`config.mk`:
```
export PLATFORM = sky130hd
export DESIGN_NAME = bcd_dec10_stream_flat
export DESIGN_NICKNAME = d
export VERILOG_FILES = /design/src/rtl/bcd_dec10_stream_if.sv /design/src/rtl/bcd_dec10_stream.sv /design/src/flat_wrapper.sv
export SDC_FILE = /design/constraint.sdc
export NUM_CORES = 1
export LEC_CHECK = 0
export CORE_MARGIN = 2
export CORE_UTILIZATION = 35
export DETAILED_ROUTE_END_ITERATION = 8
export PLACE_DENSITY = 0.63
export RECOVER_POWER = 100
export SLEW_MARGIN = 20
export SYNTH_ARGS = -nofsm -noshare
export SYNTH_HDL_FRONTEND = slang
export SYNTH_SLANG_ARGS = --single-unit
export TNS_END_PERCENT = 50
```
`constraint.sdc`:
```
create_clock -name clk -period 1.5 [get_ports clk]
set_input_delay 0.3 -clock clk [delete_from_list [all_inputs] [get_ports clk]]
set_output_delay 0.3 -clock clk [all_outputs]
set_load 0.02 [all_outputs]
```
`src/rtl/bcd_dec10_stream_if.sv`:
```
// ----------------------------------------------------------------------------
// bcd_dec10_stream_if
// Handshake bundle for the streaming BCD-to-decimal decoder.
//   in_valid  : producer has a BCD digit on in_bcd
//   in_ready  : decoder can accept a digit
//   in_bcd    : 4-bit BCD digit, bit3 = MSB
//   out_valid : out_d/out_err carry a buffered result
//   out_ready : consumer accepts the current result
//   out_d     : one-hot decimal line (digit k drives bit 9-k)
//   out_err   : result came from an illegal code (10..15)
// master = stream source/sink around the decoder, slave = the decoder itself.
// ----------------------------------------------------------------------------
interface bcd_dec10_stream_if;
    logic       in_valid;
    logic       in_ready;
    logic [3:0] in_bcd;
    logic       out_valid;
    logic       out_ready;
    logic [9:0] out_d;
    logic       out_err;

    modport master (
        output in_valid, in_bcd, out_ready,
        input  in_ready, out_valid, out_d, out_err
    );

    modport slave (
        input  in_valid, in_bcd, out_ready,
        output in_ready, out_valid, out_d, out_err
    );
endinterface

```
`src/rtl/bcd_dec10_stream.sv`:
```
// ----------------------------------------------------------------------------
// bcd_dec10_stream
// Streaming BCD-to-decimal decoder. Each accepted BCD digit is decoded to a
// 10-bit one-hot decimal line (digit k -> bit 9-k) plus an error flag for the
// illegal codes 10..15, and the 11-bit result is buffered in a small FIFO so
// the output side may stall. A saturating counter tracks accepted illegal
// codes.
// Ports:
//   clk     : rising-edge clock
//   rst     : asynchronous, active-low reset
//   bus     : handshake bundle (slave side), see bcd_dec10_stream_if
//   clr_err : synchronous clear of err_cnt (wins over the old count)
//   err_cnt : saturating count of accepted illegal codes
// Parameters:
//   FIFO_DEPTH : buffer entries, power of two, >= 2
//   ERR_CNT_W  : width of err_cnt
// ----------------------------------------------------------------------------
module bcd_dec10_stream #(
    parameter int FIFO_DEPTH = 2,
    parameter int ERR_CNT_W  = 8
) (
    input  logic                 clk,
    input  logic                 rst,
    bcd_dec10_stream_if.slave    bus,
    input  logic                 clr_err,
    output logic [ERR_CNT_W-1:0] err_cnt
);

    localparam int PTR_W = $clog2(FIFO_DEPTH);
    localparam int CNT_W = $clog2(FIFO_DEPTH + 1);
    localparam logic [CNT_W-1:0] FULL_CNT = CNT_W'(FIFO_DEPTH);

    // Decode happens before the write, so each entry is {err, d[9:0]}.
    function automatic logic [10:0] f_decode(input logic [3:0] bcd);
        logic [10:0] v;
        v = '0;
        case (bcd)
            4'd0:    v = 11'b0_1000000000;
            4'd1:    v = 11'b0_0100000000;
            4'd2:    v = 11'b0_0010000000;
            4'd3:    v = 11'b0_0001000000;
            4'd4:    v = 11'b0_0000100000;
            4'd5:    v = 11'b0_0000010000;
            4'd6:    v = 11'b0_0000001000;
            4'd7:    v = 11'b0_0000000100;
            4'd8:    v = 11'b0_0000000010;
            4'd9:    v = 11'b0_0000000001;
            default: v = 11'b1_0000000000;
        endcase
        return v;
    endfunction

    logic [10:0]          r_mem [FIFO_DEPTH];
    logic [PTR_W-1:0]     r_wr_ptr;
    logic [PTR_W-1:0]     r_rd_ptr;
    logic [CNT_W-1:0]     r_count;
    logic                 r_in_ready;
    logic [ERR_CNT_W-1:0] r_err_cnt;

    logic                 w_push;
    logic                 w_pop;
    logic                 w_illegal_push;
    logic                 w_out_valid;
    logic [CNT_W-1:0]     w_count_nxt;
    logic [10:0]          w_head;

    assign w_out_valid    = (r_count != '0);
    assign w_push         = bus.in_valid && r_in_ready;
    assign w_pop          = w_out_valid && bus.out_ready;
    assign w_illegal_push = w_push && (bus.in_bcd > 4'd9);

    always_comb begin
        w_count_nxt = r_count;
        case ({w_push, w_pop})
            2'b10:   w_count_nxt = r_count + CNT_W'(1);
            2'b01:   w_count_nxt = r_count - CNT_W'(1);
            default: w_count_nxt = r_count;
        endcase
    end

    // in_ready is registered from the next occupancy, so out_ready never
    // reaches it combinationally; it stays low in reset and rises on the
    // first edge after release.
    always_ff @(posedge clk or negedge rst) begin
        if (!rst) begin
            r_wr_ptr   <= '0;
            r_rd_ptr   <= '0;
            r_count    <= '0;
            r_in_ready <= 1'b0;
        end else begin
            if (w_push) begin
                r_wr_ptr <= r_wr_ptr + PTR_W'(1);
            end
            if (w_pop) begin
                r_rd_ptr <= r_rd_ptr + PTR_W'(1);
            end
            r_count    <= w_count_nxt;
            r_in_ready <= (w_count_nxt != FULL_CNT);
        end
    end

    // Entry storage carries no reset; unwritten entries are never exposed
    // because the output is masked while the FIFO is empty.
    always_ff @(posedge clk) begin
        if (w_push) begin
            r_mem[r_wr_ptr] <= f_decode(bus.in_bcd);
        end
    end

    // Clear takes priority over the old value but still counts an illegal
    // code pushed in the same cycle.
    always_ff @(posedge clk or negedge rst) begin
        if (!rst) begin
            r_err_cnt <= '0;
        end else if (clr_err) begin
            r_err_cnt <= w_illegal_push ? ERR_CNT_W'(1) : '0;
        end else if (w_illegal_push && (r_err_cnt != {ERR_CNT_W{1'b1}})) begin
            r_err_cnt <= r_err_cnt + ERR_CNT_W'(1);
        end
    end

    assign w_head        = r_mem[r_rd_ptr];
    assign bus.in_ready  = r_in_ready;
    assign bus.out_valid = w_out_valid;
    assign bus.out_d     = w_out_valid ? w_head[9:0] : 10'd0;
    assign bus.out_err   = w_out_valid ? w_head[10]  : 1'b0;
    assign err_cnt       = r_err_cnt;

endmodule
```
`src/flat_wrapper.sv`:
```
// flat-port wrapper written by rule: the top's interface ports become plain ports
module bcd_dec10_stream_flat 
#(
    parameter int FIFO_DEPTH = 2,
    parameter int ERR_CNT_W  = 8
)
  (clk, rst, clr_err, err_cnt, bus_in_valid, bus_in_bcd, bus_out_ready, bus_in_ready, bus_out_valid, bus_out_d, bus_out_err);
  bcd_dec10_stream_if bus_i ();
  input  logic clk;
  input  logic rst;
  input  logic clr_err;
  output logic [ERR_CNT_W-1:0] err_cnt;
  input wire logic [$bits(bus_i.in_valid)-1:0] bus_in_valid;
  input wire logic [$bits(bus_i.in_bcd)-1:0] bus_in_bcd;
  input wire logic [$bits(bus_i.out_ready)-1:0] bus_out_ready;
  output wire logic [$bits(bus_i.in_ready)-1:0] bus_in_ready;
  output wire logic [$bits(bus_i.out_valid)-1:0] bus_out_valid;
  output wire logic [$bits(bus_i.out_d)-1:0] bus_out_d;
  output wire logic [$bits(bus_i.out_err)-1:0] bus_out_err;
  assign bus_i.in_valid = bus_in_valid;
  assign bus_i.in_bcd = bus_in_bcd;
  assign bus_i.out_ready = bus_out_ready;
  assign bus_in_ready = bus_i.in_ready;
  assign bus_out_valid = bus_i.out_valid;
  assign bus_out_d = bus_i.out_d;
  assign bus_out_err = bus_i.out_err;
  bcd_dec10_stream #(.FIFO_DEPTH(FIFO_DEPTH), .ERR_CNT_W(ERR_CNT_W)) u_core (.clk(clk), .rst(rst), .bus(bus_i), .clr_err(clr_err), .err_cnt(err_cnt));
endmodule
```
## Yosys cells after proc, flatten, opt, wreduce, memory -nomap -nowiden

Memory sizes are Yosys's and may differ from the RTL's.
Index checks and enable logic that the tools add are counted.

| storage, ports and cells | value |
|---|---|
| register bits after elaboration | 13 |
| bits in read-only memories | 176 |
| output and inout bits | 21 |
| input bits | 9 |
| bits in writable memories | 22 |
| memories | 2 |
| word-level logic and storage cells | 32 |
| latch bits | 0 |

| cells by class | value |
|---|---|
| order comparisons | 1 |
| multipliers | 0 |
| bitwise logic cells | 0 |
| eq/ne operators | 4 |
| divide/modulo/power cells | 0 |
| add/subtract/negate cells | 5 |
| reduce and logical (&&, ||, !) cells | 6 |
| multiplexer cells | 9 |
| shift-type cells | 0 |

Memory list:

| memory | depth | bits a word | read ports | clocked after memory_dff | wr ports | line | text |
|---|---|---|---|---|---|---|---|
| (no name shown) | 16 | 11 | 1 | 0 | 0 | bcd_dec10_stream.sv:37 | `case (bcd)` |
| u_core.r_mem | 2 | 11 | 1 | 0 | 1 | bcd_dec10_stream.sv:53 | `logic [10:0] r_mem [FIFO_DEPTH];` |

Operators by type and width:

| kind | count |
|---|---|
| $mux 8 | 2 |
| $mux 11 | 1 |
| $mux 10 | 1 |
| $add 8x1->8 const B | 1 |
| $ne 8x8->1 const B | 1 |
| $gt 4x4->1 const B | 1 |
| $logic_and 1x1->1 | 4 |
| $mux 1 | 4 |
| $pmux 2 s2 | 1 |
| $reduce_bool 2->1 | 2 |
| $add 1x1->1 const B | 2 |
| $add 2x1->2 const B | 1 |
| $eq 2x1->1 const B | 1 |
| $eq 2x2->1 const B | 1 |
| $ne 2x2->1 const B | 1 |
| $sub 2x1->2 const B | 1 |

## Longest topological paths before layout

Gate-level depths: netlist (run 1).

| depth | value |
|---|---|
| word-level depth | 5 |
| mapped depth | 7 |

## Worst setup path before layout (run 1)

Ideal clock, no wire load.

| path | value |
|---|---|
| path kind | register to register |
| start point | register u_core.r_err_cnt[0], in the netlist u_core.err_cnt[0] |
| end point | register u_core.r_err_cnt[5], in the netlist u_core.err_cnt[5] |
| period minus slack after synthesis | 1548 ps |
| slack | -48 ps |
| buffers on the path | 0 |
| stages on the path, launching flop included | 6 |
| arrival time | 1470 ps |
| library setup time | 78 ps |
| cells stage by stage | dfrtp_1 -> ha_1 -> nand3_1 -> o21ai_2 -> or3_1 -> a21oi_1 |

| on the way | value |
|---|---|
| word-level cells in the longest chain between the ends | 3 |
| elaborated cells on any way between the ends | 6 |
| classes of those cells | add/sub (1); eq/ne (1); mux (2); reduce/logical (2) |

Ends and longest elaborated chain:

| item | line | text |
|---|---|---|
| start: declaration | bcd_dec10_stream.sv:58 | `logic [ERR_CNT_W-1:0] r_err_cnt;` |
| start signal: assignment | bcd_dec10_stream.sv:116 | `r_err_cnt <= w_illegal_push ? ERR_CNT_W'(1) : '0;` |
| start signal: assignment | bcd_dec10_stream.sv:118 | `r_err_cnt <= r_err_cnt + ERR_CNT_W'(1);` |
| $add 8x1->8 or $ne 8x8->1 (tied branches) | bcd_dec10_stream.sv:118, bcd_dec10_stream.sv:117 |  |
| $mux 8 or $logic_and 1x1->1 (tied branches) | bcd_dec10_stream.sv:117 | `end else if (w_illegal_push && (r_err_cnt != {ERR_CNT_W{1'b1}})) begin` |
| $mux 8 or $reduce_bool 2->1 (tied branches) | -- |  |

Several ways; a longest one is shown, not always the timed one. The select of a mux whose other input is x is not followed.
A chain may end at the register's enable or synchronous reset.

## Final worst setup path (run 1)

| path | value |
|---|---|
| start point | register u_core.r_rd_ptr |
| end point | output port bus_out_d[4] |

| on the way | value |
|---|---|
| word-level cells in the longest chain between the ends | 2 |

Ends and longest elaborated chain:

| item | line | text |
|---|---|---|
| start: declaration | bcd_dec10_stream.sv:55 | `logic [PTR_W-1:0] r_rd_ptr;` |
| start signal: assignment | bcd_dec10_stream.sv:95 | `r_rd_ptr <= r_rd_ptr + PTR_W'(1);` |
| $mem_v2 2x11 | -- |  |
| $mux 10 | bcd_dec10_stream.sv:125 | `assign bus.out_d = w_out_valid ? w_head[9:0] : 10'd0;` |
| end: declaration | flat_wrapper.sv:18 | `output wire logic [$bits(bus_i.out_d)-1:0] bus_out_d;` |

No other way between the ends.

==> results of run 1 <==
## metrics by stage
| stage | total power (uW) | hold WS, ns | setup TNS, ns | worst slack [ns] |
|---|---|---|---|---|
| 2_1_floorplan | 2210 | 0.00441 | 0 | 0.0277 |
| 3_3_place_gp | 3000 | 0.492 | -6.07 | -0.266 |
| 3_5_place_dp | 3060 | 0.501 | -6.63 | -0.318 |
| 4_1_cts | 3660 | 0.322 | -1.13 | -0.120 |
| 5_1_grt | 3860 | 0.524 | -1.96 | -0.152 |
| 6_report | 3640 | 0.492 | -0.561 | -0.0817 |
## metal layers
| layer | up-vias | part of all wire [%] | GRT usage, % |
|---|---|---|---|
| met3 | 6 | 5.9 | 5.27 |
| met2 | 31 | 50 | 22.6 |
| met4 | 0 | 1.3 | 3.77 |
| li1 | 553 | - | - |
| met5 | - | 0 | 0 |
| met1 | 525 | 43 | 16.6 |
## synth_stat cells
cell | count | area [um2]
sky130_fd_sc_hd__nor4_1 | 1 | 6.26
sky130_fd_sc_hd__inv_1 | 1 | 3.75
sky130_fd_sc_hd__o211ai_1 | 4 | 30.0
sky130_fd_sc_hd__buf_2 | 1 | 5.00
sky130_fd_sc_hd__edfxtp_1 | 22 | 661
sky130_fd_sc_hd__or2b_1 | 2 | 15.0
sky130_fd_sc_hd__o21a_1 | 1 | 7.51
sky130_fd_sc_hd__o2111ai_1 | 1 | 8.76
sky130_fd_sc_hd__nand2b_1 | 3 | 18.8
sky130_fd_sc_hd__nand4_1 | 2 | 12.5
sky130_fd_sc_hd__clkbuf_1 | 1 | 3.75
sky130_fd_sc_hd__nor2_1 | 24 | 90.1
sky130_fd_sc_hd__dfrtp_1 | 13 | 325
sky130_fd_sc_hd__nand3b_1 | 1 | 7.51
sky130_fd_sc_hd__xnor2_1 | 3 | 26.3
sky130_fd_sc_hd__o21ai_0 | 1 | 5.00
sky130_fd_sc_hd__o2111a_4 | 1 | 20.0
sky130_fd_sc_hd__nand3_1 | 1 | 5.00
sky130_fd_sc_hd__and3_1 | 4 | 25.0
sky130_fd_sc_hd__or3_1 | 1 | 6.26
sky130_fd_sc_hd__nor3_1 | 5 | 25.0
sky130_fd_sc_hd__mux2i_1 | 13 | 130
sky130_fd_sc_hd__a21oi_1 | 1 | 5.00
sky130_fd_sc_hd__nor2b_1 | 1 | 6.26
sky130_fd_sc_hd__and2_1 | 2 | 12.5
sky130_fd_sc_hd__ha_1 | 2 | 25.0
sky130_fd_sc_hd__o21ai_2 | 1 | 8.76
sky130_fd_sc_hd__nand2_1 | 6 | 22.5
sky130_fd_sc_hd__buf_1 | 1 | 3.75
sky130_fd_sc_hd__clkbuf_2 | 1 | 5.00
sky130_fd_sc_hd__xor2_1 | 6 | 52.6
## cells in the final DEF (no fill, tap or decap), types with 2 or more instances in the layout
cell type and count:
sky130_fd_sc_hd__buf_2 3, sky130_fd_sc_hd__dfrtp_2 2, sky130_fd_sc_hd__xnor2_1 3, sky130_fd_sc_hd__dfrtp_1 11, sky130_fd_sc_hd__ha_4 2, sky130_fd_sc_hd__and2_1 2
sky130_fd_sc_hd__o21ai_0 2, sky130_fd_sc_hd__mux2i_1 13, sky130_fd_sc_hd__clkbuf_8 5, sky130_fd_sc_hd__dlygate4sd3_1 2, sky130_fd_sc_hd__clkbuf_1 5, sky130_fd_sc_hd__nand2b_1 3
sky130_fd_sc_hd__buf_4 17, sky130_fd_sc_hd__clkdlybuf4s50_1 5, sky130_fd_sc_hd__edfxtp_1 22, sky130_fd_sc_hd__nand4_1 2, sky130_fd_sc_hd__xor2_1 6, sky130_fd_sc_hd__nor2_1 23
sky130_fd_sc_hd__dlygate4sd2_1 9, sky130_fd_sc_hd__nor3_1 5, sky130_fd_sc_hd__or2b_1 2, sky130_fd_sc_hd__buf_12 2, sky130_fd_sc_hd__o211ai_1 4, sky130_fd_sc_hd__and3_1 4
sky130_fd_sc_hd__nand2_1 6, sky130_fd_sc_hd__dlymetal6s2s_1 2
## path summary, 6_finish.rpt
kind	endpoint	slack (ns)	cells after the start
min reg2reg	u_core.r_wr_ptr$_DFFE_PN0P_	0.49	1
max reg2reg	u_core.bus.in_ready$_DFF_PN0_	0	7
min in group asynchronous	u_core.err_cnt[5]$_DFFE_PN0P_	0.57	2
max in group asynchronous	u_core.r_rd_ptr$_DFFE_PN0P_	0.45	2
min	u_core.r_wr_ptr$_DFFE_PN0P_	0.49	1
max	bus_out_d[4]	-0.08	4
## report_power, final
group	internal, uW	total [uW]	switching, uW
Sequential	1270	1380	113
Combinational	799	1640	837
Clock	318	620	302
## logic make-up after synthesis
group / synth area share [%]
xor gates and xnor gates: 4.99
muxes: 8.24
DFF: 62.4
adders and majority gates: 1.58
AOI/OAI and AO/OA: 5.39
buffers and inverters: 1.35
and+or+nand+nor: 16.0
## cell type report
cell class / count / share of cell area, %
sequential: 35 / 45.8
multi-input combinational: 87 / 28.1
timing repair buffer: 47 / 19.1
clock buffer: 6 / 3.36
tap: 52 / 3.01
clock inverter: 2 / 0.406
inverter: 1 / 0.174
## registers in the layout (all words and copies together) (netlist names)
signal and cells:
u_core.r_mem 22, u_core.err_cnt 8, u_core.r_rd_ptr 1, u_core.r_count 2
u_core.r_wr_ptr 1, u_core.bus.in_ready 1
## what timing repair did
item                       in CTS  in global routing
gates resized for setup        65                 13
setup endpoints to repair      23                 19
pin swaps                       6                  4
setup buffers                   0                  1
gates cloned                    1                  0
hold buffers                    0                  0
## critical path, stage by stage (launching register included)
cell	delay (ns)
sky130_fd_sc_hd__dfrtp_2	0.45
sky130_fd_sc_hd__clkbuf_16	0.18
sky130_fd_sc_hd__mux2i_1	0.11
sky130_fd_sc_hd__nor2_1	0.11
sky130_fd_sc_hd__buf_4	0.16
==> results.md, run 1 <==
Detailed routing:
- The detailed router finished its first iteration with 37 violations.
- The detailed-routing iteration count for the pre-antenna-repair pass is 4.
- Dividing the detail-routed wire length by the instance count gives 14.1 um.
- The number of DRC violations after detailed routing is 0.
- The via count normalized by instance count is 4.85.
- The total length of routed wires is 3240 um.
- The count of nets left with antenna violations once routing finished came out at 0.
- The number of vias in the routed layout is 1115.

Cells and area:
- The core occupancy in the finished layout is 49.6%.
- The net total in the final layout is 188.
- The repair_antennas step left the layout with diodes totalling 0.
- After routing the design area is 2160 um2.
- The layout-stage area growth over the synthesis result is 36.7%.
- After the flow finishes, the layout carries non-filler instances totaling 230.
- The sequential cell area in the final layout is 988 um2.
- The area of the multi-input gates is 607 um2.
- The number of fill cells is 398.
- Cells with a size suffix above 1 make up 21.9% of the layout.

Global routing:
- The number of antenna violations at the first check in global routing is 0.
- The via count of the first global-routing pass is 1122.
- The pin count of the biggest net entering global routing is 14.
- The overall routing resource usage is 13.7%.
- The first global-routing pass estimated 5270 um of wire.
- Global routing finished with a remaining overflow of 0.

Flow run:
- Max-cap violations in this run came to 0.

Timing:
- At the pin with the least slew margin, the transition time is 0.683 ns.
- Setup violations remaining at the end of the flow were counted as 16.
- The worst pin sits at a relative slew slack of 54.4%.
- Derived from the worst setup path, the maximum achievable clock frequency is 632 MHz.
- The post-route fraction of the period consumed by the critical path is 105%.
- The minimum clock period after layout is 1.58 ns.
- The hold violation total from the final report was 0.
- The worst clock skew is 0.00765 ns.
- The setup slack after layout is -0.0817 ns.
- Setup repair after global routing could not meet its margin everywhere.
- The final-report max-slew violation count is 0.

Synth:
- The cell count after synthesis came out at 127.
- The synthesized cell area is 1580 um2.
- The sequential element share of the synthesized area is 62.4%.
- The average instance in the mapped netlist occupies 12.4 um2.
- The count of state elements after synthesis is 35.
- The count of synthesis-stage warnings from yosys is 0.
- Yosys mapped the design onto 31 distinct sky130hd cell types.
- When the netlist entered floorplanning its net count stood at 138.

Die:
- The total I/O pin count is 30.
- In this run the core area contains 24 standard-cell rows.
- In this run the vertical extent of the chip is 71.2 um.
- The starting density of the core is 36.3%.
- The die covers 5060 um2.
- The area of the core region is 4350 um2.
- The overall die width is 71.2 um.

CTS:
- The insertion delay of the later-clocked pin in the worst-skew pair is 0.28 ns.
- In this run, CTS created clock tree buffers numbering 5.
- The buffer cell driving the clock tree root is sky130_fd_sc_hd__clkbuf_8.
- CTS built an H-tree with a depth of 2.
- The TritonCTS clock tree is done.
- The count of clock tree sinks is 35.
- Counting along the longest clock path gives a buffer depth of 2.
- The clock-pin transition on the worst setup and hold timing paths is 0.06 ns.

Power:
- Dividing total power by cell area gives a power density of 1680 nW/um2.
- The reported leakage power is 0.000942 uW.
- VDD sags by at most 536 uV.

Critical path:
- The most critical setup path has its startpoint at u_core.r_rd_ptr$_DFFE_PN0P_.
- STA classifies the critical path endpoint as a primary output.
- Of all nets on the critical path, the largest fanout is 5.
- The worst setup path is launched from a flop.
- The signal arrival time at the worst endpoint is 1.28 ns.
- The data required time of the critical path is 1.20 ns.
- The worst register-to-register path begins at u_core.r_count[1]$_DFF_PN0_.
- The category of the most critical setup path is flop to primary output.

Placement:
- After detailed placement, the design holds a cell count of 220.
- Once detailed placement completed, the half-perimeter wirelength came to 2370 um.
- The count of buffers added on input and output ports is 29.
- The weighted congestion at the end of routability-driven global placement is 0.869.
- The cell area reported after detailed placement is 2100 um2.

Run status:
- The flow ran to the end, but the final reports show violations.
- The checks that failed: negative setup slack.

Worst hold path:
- In this run the most critical hold path is launched from u_core.r_wr_ptr$_DFFE_PN0P_.
- The min-delay analysis places its worst path in the category flop to flop.
Power figures use the tool's default switching activity.
==> run 2: changes to the inputs <==
- REMOVE_ABC_BUFFERS: default -> 1
==> run 2 against run 1 <==
Compared with the run above:
- the flow still finishes with violations (negative setup slack)
- non-clock buffer count is 6 higher
- routed wire length is 1.4% lower
- final cell count is 2.6% higher
- die area stayed put
- clock-buffer cell count stayed put
- first-iteration DRC count is 110% higher
- critical path depth is 1 higher
- critical path type unchanged
- critical endpoint unchanged
- largest cell class unchanged
- highest routed layer unchanged
==> results.md, run 2 (synthesis results as in run 1) <==
Run status:
- The flow ran to the end, but the final reports show violations.
- The checks that failed: negative setup slack.

Power:
- The clock group share of total power was 22.8% (+5.8 points).
- The reported leakage power is 0.000970 uW (+3.0%).
- The power share of the sequential group is 35.9% (-2.1 points).
- The switching part of the total power is 32.8% (-1.6 points).
- The cell-internal power is 2550 uW (+6.7%).
- The net switching power of the design is 1240 uW (-0.79%).
- The largest vdd supply drop was 546 uV (+1.8%).
- The proportion of power drawn by combinational gates is 41.3% (-3.7 points).
- The power density normalized to cell area is 1720 nW/um2 (+2.3%).

CTS:
- The maximum count of clock buffers along a single path is 2 (unchanged).
- The count of clock tree sinks is 35 (unchanged).
- The TritonCTS clock tree is done.
- The hold buffer count at CTS is 0 (unchanged).
- The insertion delay of the later-clocked pin in the worst-skew pair is 0.28 ns (about the same).
- The TritonCTS buffer count is 5 (unchanged).
- The clock-pin transition on the worst setup and hold timing paths came to 0.07 ns (about the same).
- The total number of H-tree levels was 2 (unchanged).
- The buffer cell driving the clock tree root is sky130_fd_sc_hd__clkbuf_8.

Cells and area:
- From synthesis to final layout, the design area changed by 39.1%.
- The fraction of layout cells with a size suffix above 1 is 26.6% (+4.7 points).
- The register with the most flip-flops in the final layout is u_core.r_mem.
- The antenna diode instance count is 0 (unchanged).
- The commonest non-fill, non-tap cell in the layout is sky130_fd_sc_hd__nor2_1.
- The flip-flop count of the largest register, all copies and words added came to 22 (unchanged).
- The final cell count without fillers is 236 (+2.6%).
- The net total in the final layout is 194 (+3.2%).
- The cell area after layout is 2200 um2 (+1.8%).
- The top cell types in the final layout, fill and taps aside, are sky130_fd_sc_hd__nor2_1, sky130_fd_sc_hd__edfxtp_1, sky130_fd_sc_hd__buf_4.

Flow run:
- The total of max-cap violations is 0 (unchanged).

Timing:
- The hold violation total from the final report is 0 (unchanged).
- The minimum clock period after layout is 1.56 ns (-0.0236 ns).
- The post-route fraction of the period consumed by the critical path is 104% (-1.6 points).
- The transition time of the tightest slew-check pin is 0.718 ns (+0.0348 ns).
- Setup repair after global routing could not meet its margin everywhere.
- The final number of setup-violating endpoints is 14 (-2).
- The setup slack after layout was -0.0581 ns (+0.0236 ns).
- The maximum clock rate is 642 MHz (+1.5%).
- The smallest hold slack came to 0.503 ns (+0.0116 ns).
- The worst clock skew was 0.00604 ns (-0.00161 ns).
- The final-report max-slew violation count came to 0 (unchanged).
- The relative slew slack was 52.1% (-2.3 points).

Critical path:
- The worst setup path is captured at a primary output.
- The data required time of the critical path is 1.20 ns (about the same).
- The signal arrival time at the worst endpoint came to 1.26 ns (-0.02 ns).
- The critical path's largest stage delay was 0.39 ns (-0.06 ns).
- The category of the most critical setup path is flop to primary output.
- The kind of start point of the critical path is a flop.
- The cell with the largest stage delay on the worst path is sky130_fd_sc_hd__dfrtp_1.
- Traced cell by cell, the critical path runs through nor2_2 -> buf_6 -> buf_4 -> nor2_1 -> buf_4.
- The most frequent cell on the critical path is sky130_fd_sc_hd__buf_4.
- The largest fanout on the critical path is 9 (+4).

Die:
- The die boundary height is 71.2 um (unchanged).
- The overall die width was 71.2 um (unchanged).
- The area of the core region is 4350 um2 (unchanged).
- The total I/O pin count came to 30 (unchanged).
- The total die area was 5060 um2 (unchanged).
- The starting density of the core is 36.3% (unchanged).
- The total number of placement rows was 24 (unchanged).

Placement:
- The cell area reported after detailed placement is 2100 um2 (about the same).
- The pre-CTS worst setup slack was -0.303 ns (+0.0154 ns).
- The final HPWL from detailed placement came to 2320 um (-2.1%).
- The cell count after placement is 223 (+1.4%).
- The number of buffer cells added on primary ports is 29 (unchanged).
- The weighted congestion at the end of routability-driven global placement is 0.828 (-4.7%).

Global routing:
- The number of antenna violations at the first check in global routing is 0 (unchanged).
- The overall routing resource usage came to 13.4% (-0.30 points).
- The global-route congestion overflow total is 0 (unchanged).
- The wire length of the first global-routing pass is 5180 um (-1.7%).
- The via count of the first global-routing pass is 1111 (-0.98%).
- The pin count of the biggest net entering global routing is 14 (unchanged).

Detailed routing:
- The via count normalized by instance count is 4.88 (+0.69%).
- The total length of routed wires is 3200 um (-1.4%).
- The number of DRC violations after detailed routing is 0 (unchanged).
- The average wire per cell in the routed design is 13.5 um (-3.9%).
- The number of violations reported at the end of detailed-routing iteration 0 is 77 (+110%).
- The count of nets left with antenna violations after detail routing is 0 (unchanged).
- The detailed-routing iteration count for the pre-antenna-repair pass is 4 (unchanged).
- The number of vias in the routed layout came to 1152 (+3.3%).

Worst hold path:
- The class of the tightest hold or removal check is flop to flop.
==> run 2: area by class of cell <==
class	instances	area [um2]
Clock buffer	6	82.6
Clock inverter	2	35.0
Fill cell	401	2160
Inverter	1	3.75
Multi-Input combinational cell	87	587
Sequential cell	35	986
Tap cell	52	65.1
Timing Repair Buffer	53	438
==> run 2: worst max-delay path, delay by kind of cell (launching register included) <==
family | cells | cell delay, ns
buffers and inverters | 3 | 0.41
DFF | 1 | 0.39
and+or+nand+nor | 2 | 0.16
==> run 2: worst paths after layout <==
| kind | from | to | slack (ns) | cells after the start |
|---|---|---|---|---|
| min in group asynchronous | rst | u_core.err_cnt[1]$_DFFE_PN0P_ | 0.57 | 2 |
| setup / recovery | u_core.r_count[1]$_DFF_PN0_ | bus_out_d[4] | -0.06 | 5 |
| hold / removal | u_core.r_wr_ptr$_DFFE_PN0P_ | u_core.r_wr_ptr$_DFFE_PN0P_ | 0.50 | 1 |
| max in group asynchronous | rst | u_core.err_cnt[3]$_DFFE_PN0P_ | 0.47 | 2 |
| setup reg to reg | u_core.r_count[1]$_DFF_PN0_ | u_core.bus.in_ready$_DFF_PN0_ | -0.01 | 7 |
| hold reg to reg | u_core.r_wr_ptr$_DFFE_PN0P_ | u_core.r_wr_ptr$_DFFE_PN0P_ | 0.50 | 1 |
==> run 2: metrics by stage <==
step,utilization (%),power [uW],TNS (ns)
6_report,50.5,3790,-0.546
5_1_grt,50.5,4010,-2.08
4_1_cts,49.5,3720,-0.746
3_5_place_dp,48.2,3030,-6.57
3_3_place_gp,48.2,2990,-6.10
2_1_floorplan,-,2180,-0.783
==> run 2: timing repair <==
item | in CTS | in global routing
endpoints found under the setup margin | 23 | 20
buffers inserted | 0 | 5
resized for setup | 58 | 7
pin swaps | 3 | 2
==> run 2: power by group through the flow <==
stage          Clock, uW  Combinational [uW]  Sequential [uW]
2_1_floorplan          0                 742             1440
3_3_place_gp           0                1620             1360
3_5_place_dp           0                1650             1380
4_1_cts              884                1480             1360
5_1_grt              935                1690             1380
6_report             862                1560             1360
==> run 2: layer usage <==
metal / GRT usage, % / routed length, um / vias up
met5: 0 / 0 / -
met4: 3.77 / 42 / 0
met3: 4.27 / 225 / 6
met2: 20.9 / 1510 / 31
met1: 17.9 / 1420 / 550
li1: - / - / 565
